--- src/rtl/adder_pkg.sv ---
// rtl/adder_pkg.sv - shared helpers and types for the pipelined ripple-carry adder
//
// Purpose : chunk-width helper, configuration legality check and the per-stage
//           control record used by pipelined_rc_adder.
// Ports   : none (package).
package adder_pkg;

    // Width of one ripple chunk; each pipeline stage consumes exactly one.
    function automatic int chunk_w(input int n, input int stages);
        return n / stages;
    endfunction

    // Legal configurations split N evenly into 1..N chunks.
    function automatic bit cfg_ok(input int n, input int stages);
        return (n >= 1) && (stages >= 1) && (stages <= n) && ((n % stages) == 0);
    endfunction

    // Per-stage control record: occupancy plus the carry leaving the chunk.
    typedef struct packed {
        logic valid;
        logic carry;
    } stage_ctl_t;

endpackage

--- src/rtl/full_adder.sv ---
// rtl/full_adder.sv - single-bit full adder cell
//
// Purpose : one bit of the ripple chain.
// Ports   : a, b, cin -> sum, cout (all 1 bit).
module full_adder (
    input  logic a,
    input  logic b,
    input  logic cin,
    output logic sum,
    output logic cout
);

    assign sum  = a ^ b ^ cin;
    assign cout = (a & b) | (cin & (a ^ b));

endmodule

--- src/rtl/rc_chunk.sv ---
// rtl/rc_chunk.sv - combinational W-bit ripple-carry chain of full_adder cells
//
// Purpose : adds one chunk of the operands inside a single pipeline stage.
// Ports   : a[W-1:0], b[W-1:0], cin -> sum[W-1:0], cout (carry out of bit W-1),
//           c_msb (carry into bit W-1, used for signed overflow).
module rc_chunk #(
    parameter int W = 8
) (
    input  logic [W-1:0] a,
    input  logic [W-1:0] b,
    input  logic         cin,
    output logic [W-1:0] sum,
    output logic         cout,
    output logic         c_msb
);

    // Each bit keeps its own carry wires so the chain is a set of distinct
    // nets rather than one self-referencing vector.
    for (genvar i = 0; i < W; i++) begin : g_bit
        logic w_ci;
        logic w_co;
        if (i == 0) begin : g_first
            assign w_ci = cin;
        end else begin : g_chain
            assign w_ci = g_bit[i-1].w_co;
        end
        full_adder u_fa (
            .a    (a[i]),
            .b    (b[i]),
            .cin  (w_ci),
            .sum  (sum[i]),
            .cout (w_co)
        );
    end

    assign cout  = g_bit[W-1].w_co;
    assign c_msb = g_bit[W-1].w_ci;

endmodule

--- src/rtl/pipelined_rc_adder.sv ---
// rtl/pipelined_rc_adder.sv - STAGES-deep pipelined ripple-carry adder/subtractor
//
// Purpose : N-bit a+b+cin or a-b, one W=N/STAGES-bit chunk rippled per stage,
//           valid/ready on both sides with per-stage backpressure.
// Ports   : clk, rst (async, active high)
//           in_valid/in_ready, a[N-1:0], b[N-1:0], cin, sub   (operand beat)
//           out_valid/out_ready, sum[N-1:0], cout             (result beat)
//           ovf (only when PIPELINED_RC_ADDER_OVF_EN is defined): signed overflow
module pipelined_rc_adder
    import adder_pkg::*;
#(
    parameter int N      = 32,
    parameter int STAGES = 4
) (
    input  logic         clk,
    input  logic         rst,
    input  logic         in_valid,
    output logic         in_ready,
    input  logic [N-1:0] a,
    input  logic [N-1:0] b,
    input  logic         cin,
    input  logic         sub,
    output logic         out_valid,
    input  logic         out_ready,
    output logic [N-1:0] sum,
    output logic         cout
`ifdef PIPELINED_RC_ADDER_OVF_EN
    ,
    output logic         ovf
`endif
);

    localparam int W = chunk_w(N, STAGES);

    if (!cfg_ok(N, STAGES)) begin : g_cfg_check
        $error("pipelined_rc_adder: N must be >= 1 and evenly divided into 1..N stages");
    end

    // Subtraction is a + ~b + 1, so the operand inversion and forced carry
    // happen once at the input and the stages only ever add.
    logic [N-1:0] w_bx;
    logic         w_c0;
    assign w_bx = sub ? ~b : b;
    assign w_c0 = sub | cin;

    stage_ctl_t   r_ctl [STAGES];
    // r_x rotates right by W each stage: the consumed a-chunk falls off the
    // bottom and its sum chunk enters at the top, so after STAGES stages r_x
    // holds the complete sum in natural bit order. r_y shifts b' the same way.
    logic [N-1:0] r_x   [STAGES];
    logic [N-1:0] r_y   [STAGES];

    logic [N-1:0] w_xa  [STAGES];
    logic [N-1:0] w_yb  [STAGES];
    logic [W-1:0] w_s   [STAGES];
    logic [STAGES-1:0] w_ci;
    logic [STAGES-1:0] w_co;
    logic [STAGES-1:0] w_cm;
    logic [STAGES-1:0] w_srcv;
    logic [STAGES-1:0] w_load;

    for (genvar k = 0; k < STAGES; k++) begin : g_stage
        if (k == 0) begin : g_head
            assign w_xa[k]   = a;
            assign w_yb[k]   = w_bx;
            assign w_ci[k]   = w_c0;
            assign w_srcv[k] = in_valid;
        end else begin : g_body
            assign w_xa[k]   = r_x[k-1];
            assign w_yb[k]   = r_y[k-1];
            assign w_ci[k]   = r_ctl[k-1].carry;
            assign w_srcv[k] = r_ctl[k-1].valid;
        end

        rc_chunk #(.W(W)) u_chunk (
            .a     (w_xa[k][W-1:0]),
            .b     (w_yb[k][W-1:0]),
            .cin   (w_ci[k]),
            .sum   (w_s[k]),
            .cout  (w_co[k]),
            .c_msb (w_cm[k])
        );
    end

    // A stage may load if it or any later stage is empty, or the consumer is
    // taking the output: that is exactly "empty or next stage loads" unrolled.
    // Depends only on valid bits and out_ready, never on in_valid.
    always_comb begin
        logic w_full;
        w_load = '0;
        w_full = 1'b1;
        for (int k = STAGES - 1; k >= 0; k--) begin
            w_full    = w_full & r_ctl[k].valid;
            w_load[k] = out_ready | ~w_full;
        end
    end

    always_ff @(posedge clk or posedge rst) begin
        if (rst) begin
            for (int k = 0; k < STAGES; k++) begin
                r_ctl[k] <= '0;
                r_x[k]   <= '0;
                r_y[k]   <= '0;
            end
        end else begin
            for (int k = 0; k < STAGES; k++) begin
                if (w_load[k]) begin
                    r_ctl[k].valid <= w_srcv[k];
                    if (w_srcv[k]) begin
                        r_ctl[k].carry <= w_co[k];
                        r_x[k]         <= N'({w_s[k], w_xa[k]} >> W);
                        r_y[k]         <= w_yb[k] >> W;
                    end
                end
            end
        end
    end

`ifdef PIPELINED_RC_ADDER_OVF_EN
    logic r_ovf;
    always_ff @(posedge clk or posedge rst) begin
        if (rst) begin
            r_ovf <= 1'b0;
        end else if (w_load[STAGES-1] && w_srcv[STAGES-1]) begin
            r_ovf <= w_cm[STAGES-1] ^ w_co[STAGES-1];
        end
    end
    assign ovf = r_ovf;
`endif

    // The last stage's b' remainder is always empty and only the top chunk's
    // MSB carry feeds overflow; fold the leftovers into one sink.
    logic w_unused_tail;
    assign w_unused_tail = ^{r_y[STAGES-1], w_cm};

    assign in_ready  = w_load[0];
    assign out_valid = r_ctl[STAGES-1].valid;
    assign sum       = r_x[STAGES-1];
    assign cout      = r_ctl[STAGES-1].carry;

endmodule

--- config.mk ---
export PLATFORM = sky130hd
export DESIGN_NAME = pipelined_rc_adder
export DESIGN_NICKNAME = d
export VERILOG_FILES = /design/src/rtl/adder_pkg.sv /design/src/rtl/full_adder.sv /design/src/rtl/rc_chunk.sv /design/src/rtl/pipelined_rc_adder.sv
export SDC_FILE = /design/constraint.sdc
export NUM_CORES = 1
export LEC_CHECK = 0
export BUFFER_PORTS_ARGS = -buffer_cell sky130_fd_sc_hd__buf_2
export CORE_MARGIN = 4
export CORE_UTILIZATION = 29
export DETAILED_ROUTE_END_ITERATION = 8
export HOLD_SLACK_MARGIN = 0.1
export PLACE_DENSITY_LB_ADDON = 0.08
export SLEW_MARGIN = 15
export SYNTH_ARGS = -nofsm -noshare
export SYNTH_HDL_FRONTEND = slang
export SYNTH_SLANG_ARGS = --single-unit
export TNS_END_PERCENT = 1
--- constraint.sdc ---
create_clock -name clk -period 6.53 [get_ports clk]
set_input_delay 0.9795 -clock clk [delete_from_list [all_inputs] [get_ports clk]]
set_output_delay 0.9795 -clock clk [all_outputs]
set_load 0.05 [all_outputs]
==> impl_metrics.csv <==
group,metric,value,unit
sta,relSlewSlack,29.4,%
power,cell_internal_pwr,2.67,mW
synthesis,ys_ff_latch,184,
power,clkPwrFrac,24.8,%
global_routing,antenna_found_initial,0,
place,dp_hpwl,10.9,mm
synthesis,synth_warnings,0,
synthesis,yosys.area.top_type_share,55.8,%
sta,setup_violations,0,
critical_path,path_common_cell,"fa_1",
critical_path,crit_chain,"buf_2, xnor2_1, fa_1, fa_1, fa_1, fa_1, fa_1, fa_1, fa_1, inv_1, fa_1, mux2_4",
power,power,4.17,mW
global_routing,grt_max_degree,141,
sta,clock-skew-final,0.0145,ns
die,coreArea,0.0279,sq mm
finish,multi_input_area,0.00312,sq mm
place,gp_congestion,0.716,
die,ios,105,
power,cellLeakagePower,4.18,nW
global_routing,gr-total-overflow,0,
synthesis,syn_area,0.00825,sq mm
finish,syn2layout_area_growth,14.6,%
critical_path,arrival,4.79,ns
critical_path,critPathMaxStageDelay,0.41,ns
die,start_util,29.5,%
finish,seq_area,0.00460,sq mm
place,port_buffers,104,
clocking,clock_sinks,184,
die,die-height,177,um
critical_path,endpoint_kind,"flip-flop",
synthesis,postSynthCellCount,561,
clocking,cts_tree,"built",
sta,worst_pin_slew,1.06,ns
critical_path,critPathTopFamily,"adder cells",
drt,viasPerCell,4.20,
synthesis,syn_nets,663,
sta,period_minus_slack,4.48,ns
clocking,post_cts.repair.setup_buffers,0,
power,swShare,36.0,%
drt,routed_wire_length_per_instance,16.6,um
clocking,root_buffer,"clkbuf_16",
synthesis,avgSynthCellArea,14.7,sq um
global_routing,grt_pass1_vias,4985,
sta,finalSetupTns,0,ns
clocking,clock_latency,0.43,ns
die,die-area,0.0312,sq mm
drt,routed_wl,17.0,mm
critical_path,path_max_fanout,5,
synthesis,synth.area.top_cells,"dfrtp_1 (56%), mux2_2 (17%), fa_1 (7.8%)",
power,p_switching,1.50,mW
sta,fmax,223,MHz
drt,drc,0,
die,rows,61,
outcome,status,"finished clean",
drt,first_iter_violations,118,
synthesis,yosysSeqAreaShare,55.8,%
sta,finalMaxSlewViolations,0,
critical_path,r2r_setup_slack,2.33,ns
job,cap_violations,0,
finish,nFillCells,2849,
critical_path,worst-path-buf-inv,2,
clocking,cts_max_level,4,
power,peakVddDrop,0.165,mV
finish,nets,733,
clocking,cts_hold_buf,0,
clocking,cts_resized,0,
critical_path,start_kind,"input port",
drt,antenna_left,0,
sta,hold_viol,0,
critical_path,setup.worst_path.class,"input port to flip-flop",
finish,drive_above_1_share,45.5,%
critical_path,worst_path_max_delay_cell,"fa_1",
clocking,cts_buffers,17,
clocking,clkTransAtPathRegs,0.08,ns
critical_path,cp_data_required_time,6.84,ns
drt,dr.pass1.iters,4,
power,powerDensity,441,mW/mm^2
clocking,clock_path_buffers,2,
die,chipWidth,177,um
synthesis,yosysUniqueCellTypes,28,
power,pwr-share-comb,32.7,%
hold_path,hold_path.class,"flip-flop to flip-flop",
global_routing,grt_usage,11.6,%
power,seqPwrFrac,42.5,%
sta,rsz0062_at_grt,"false",
sta,fin_crit_sh,68.5,%
synthesis,synth_top_area_cell,"dfrtp_1",
global_routing,grt_pass1_wl,27.9,mm
finish,n_antenna_cell,0,
drt,vias,4296,
[registers in the layout (all words and copies together) (netlist names)]
| name | cells |
|---|---|
| out_valid | 1 |
| r_x | 96 |
| cout | 1 |
| r_y | 48 |
| sum | 32 |
| r_ctl | 6 |
[per-stage QoR]
step           worst slack (ns)  util, %  hold WS (ns)  instances  cell area, sq um
2_1_floorplan             0.550        -         0.454        561              8250
3_3_place_gp               1.60     31.8         0.474        990              8880
3_5_place_dp               1.58     31.8         0.483        990              8880
4_1_cts                    2.05     33.9         0.502       1022              9460
5_1_grt                    1.96     33.9         0.516       1022              9460
6_report                   2.05     33.9         0.496       1022              9460
[logic make-up after synthesis]
family / count (synthesis) / synth area share, %
DFF: 184 / 55.8
AOI/OAI and AO/OA: 35 / 2.56
and+or+nand+nor: 33 / 2.11
buffers and inverters: 91 / 6.60
adders and majority gates: 32 / 7.76
muxes: 154 / 21.8
xor gates and xnor gates: 32 / 3.40
[worst reg2reg max path, stage by stage (launching register included)]
cell and delay, ns:
dfrtp_1 0.37, inv_1 0.09, fa_1 0.18, inv_1 0.06
fa_1 0.47, fa_1 0.49, fa_1 0.48, fa_1 0.47
fa_1 0.47, fa_1 0.43, inv_1 0.09, fa_1 0.39
a21oi_1 0.14
[cell usage after synthesis]
| library cell | n |
|---|---|
| dfrtp_1 | 184 |
| nand4b_1 | 1 |
| nor2_1 | 2 |
| and4b_4 | 1 |
| xnor2_1 | 9 |
| and2_1 | 1 |
| fa_1 | 32 |
| nand3b_2 | 1 |
| buf_2 | 12 |
| nand3_1 | 8 |
| buf_6 | 7 |
| a21oi_1 | 8 |
| a21oi_2 | 1 |
| nand2b_1 | 3 |
| nor2_4 | 1 |
| o21ai_0 | 14 |
| mux2_4 | 18 |
| xor2_1 | 23 |
| o22a_1 | 7 |
| clkbuf_1 | 2 |
| inv_1 | 34 |
| mux2_1 | 5 |
| o22ai_1 | 3 |
| a31oi_1 | 2 |
| buf_4 | 36 |
| mux2_2 | 128 |
| mux2i_1 | 3 |
| nand2_1 | 15 |
[placed cells by master (no fill, tap or decap), drive strengths merged]
| master | synthesis | routed |
|---|---|---|
| a21oi | 9 | 9 |
| a31oi | 2 | 2 |
| and2 | 1 | 1 |
| and4b | 1 | 1 |
| buf | 55 | 108 |
| bufinv | 0 | 1 |
| clkbuf | 2 | 17 |
| clkinv | 0 | 3 |
| clkinvlp | 0 | 1 |
| dfrtp | 184 | 184 |
| fa | 32 | 32 |
| inv | 34 | 44 |
| mux2 | 151 | 151 |
| mux2i | 3 | 3 |
| nand2 | 15 | 15 |
| nand2b | 3 | 3 |
| nand3 | 8 | 8 |
| nand3b | 1 | 1 |
| nand4b | 1 | 1 |
| nor2 | 3 | 3 |
| o21ai | 14 | 14 |
| o22a | 7 | 7 |
| o22ai | 3 | 3 |
| xnor2 | 9 | 9 |
| xor2 | 23 | 23 |
[power groups by stage]
stage / logic (mW) / registers (mW) / clock network, mW
after global routing: 1.52 / 1.83 / 1.12
after detailed placement: 1.39 / 1.81 / 0
after global placement: 1.38 / 1.80 / 0
after floorplan: 1.24 / 1.73 / 0
final: 1.36 / 1.77 / 1.03
after CTS: 1.40 / 1.79 / 1.08
[cell type report]
class                   instances  share of cell area [%]
clock buffers                  17                    4.50
repair buffers                108                    5.82
well taps                     378                    5.00
multi-input cells             286                    32.9
inverters                      34                    1.43
flip-flops and latches        184                    48.7
clock inverters                15                    1.63
[final timing paths]
path / startpoint / to / cells past startpoint
worst max-delay path: sub / r_x[127] / 12
worst min-delay path: r_x[94] / r_x[54] / 1
worst max register to register: r_x[64] / r_x[63] / 12
worst min register to register: r_x[94] / r_x[54] / 1
max in group asynchronous: rst / r_x[72] / 3
min in group asynchronous: rst / sum[19] / 2
[per-layer routing]
metal	vias up	GRT usage, %	part of all wire, %
li1	1995	-	-
met1	2202	16.0	47
met2	86	18.0	47
met3	13	2.99	4.4
met4	0	3.29	1.1
met5	-	0	0
Note: power is estimated with default switching activity, not from simulation.
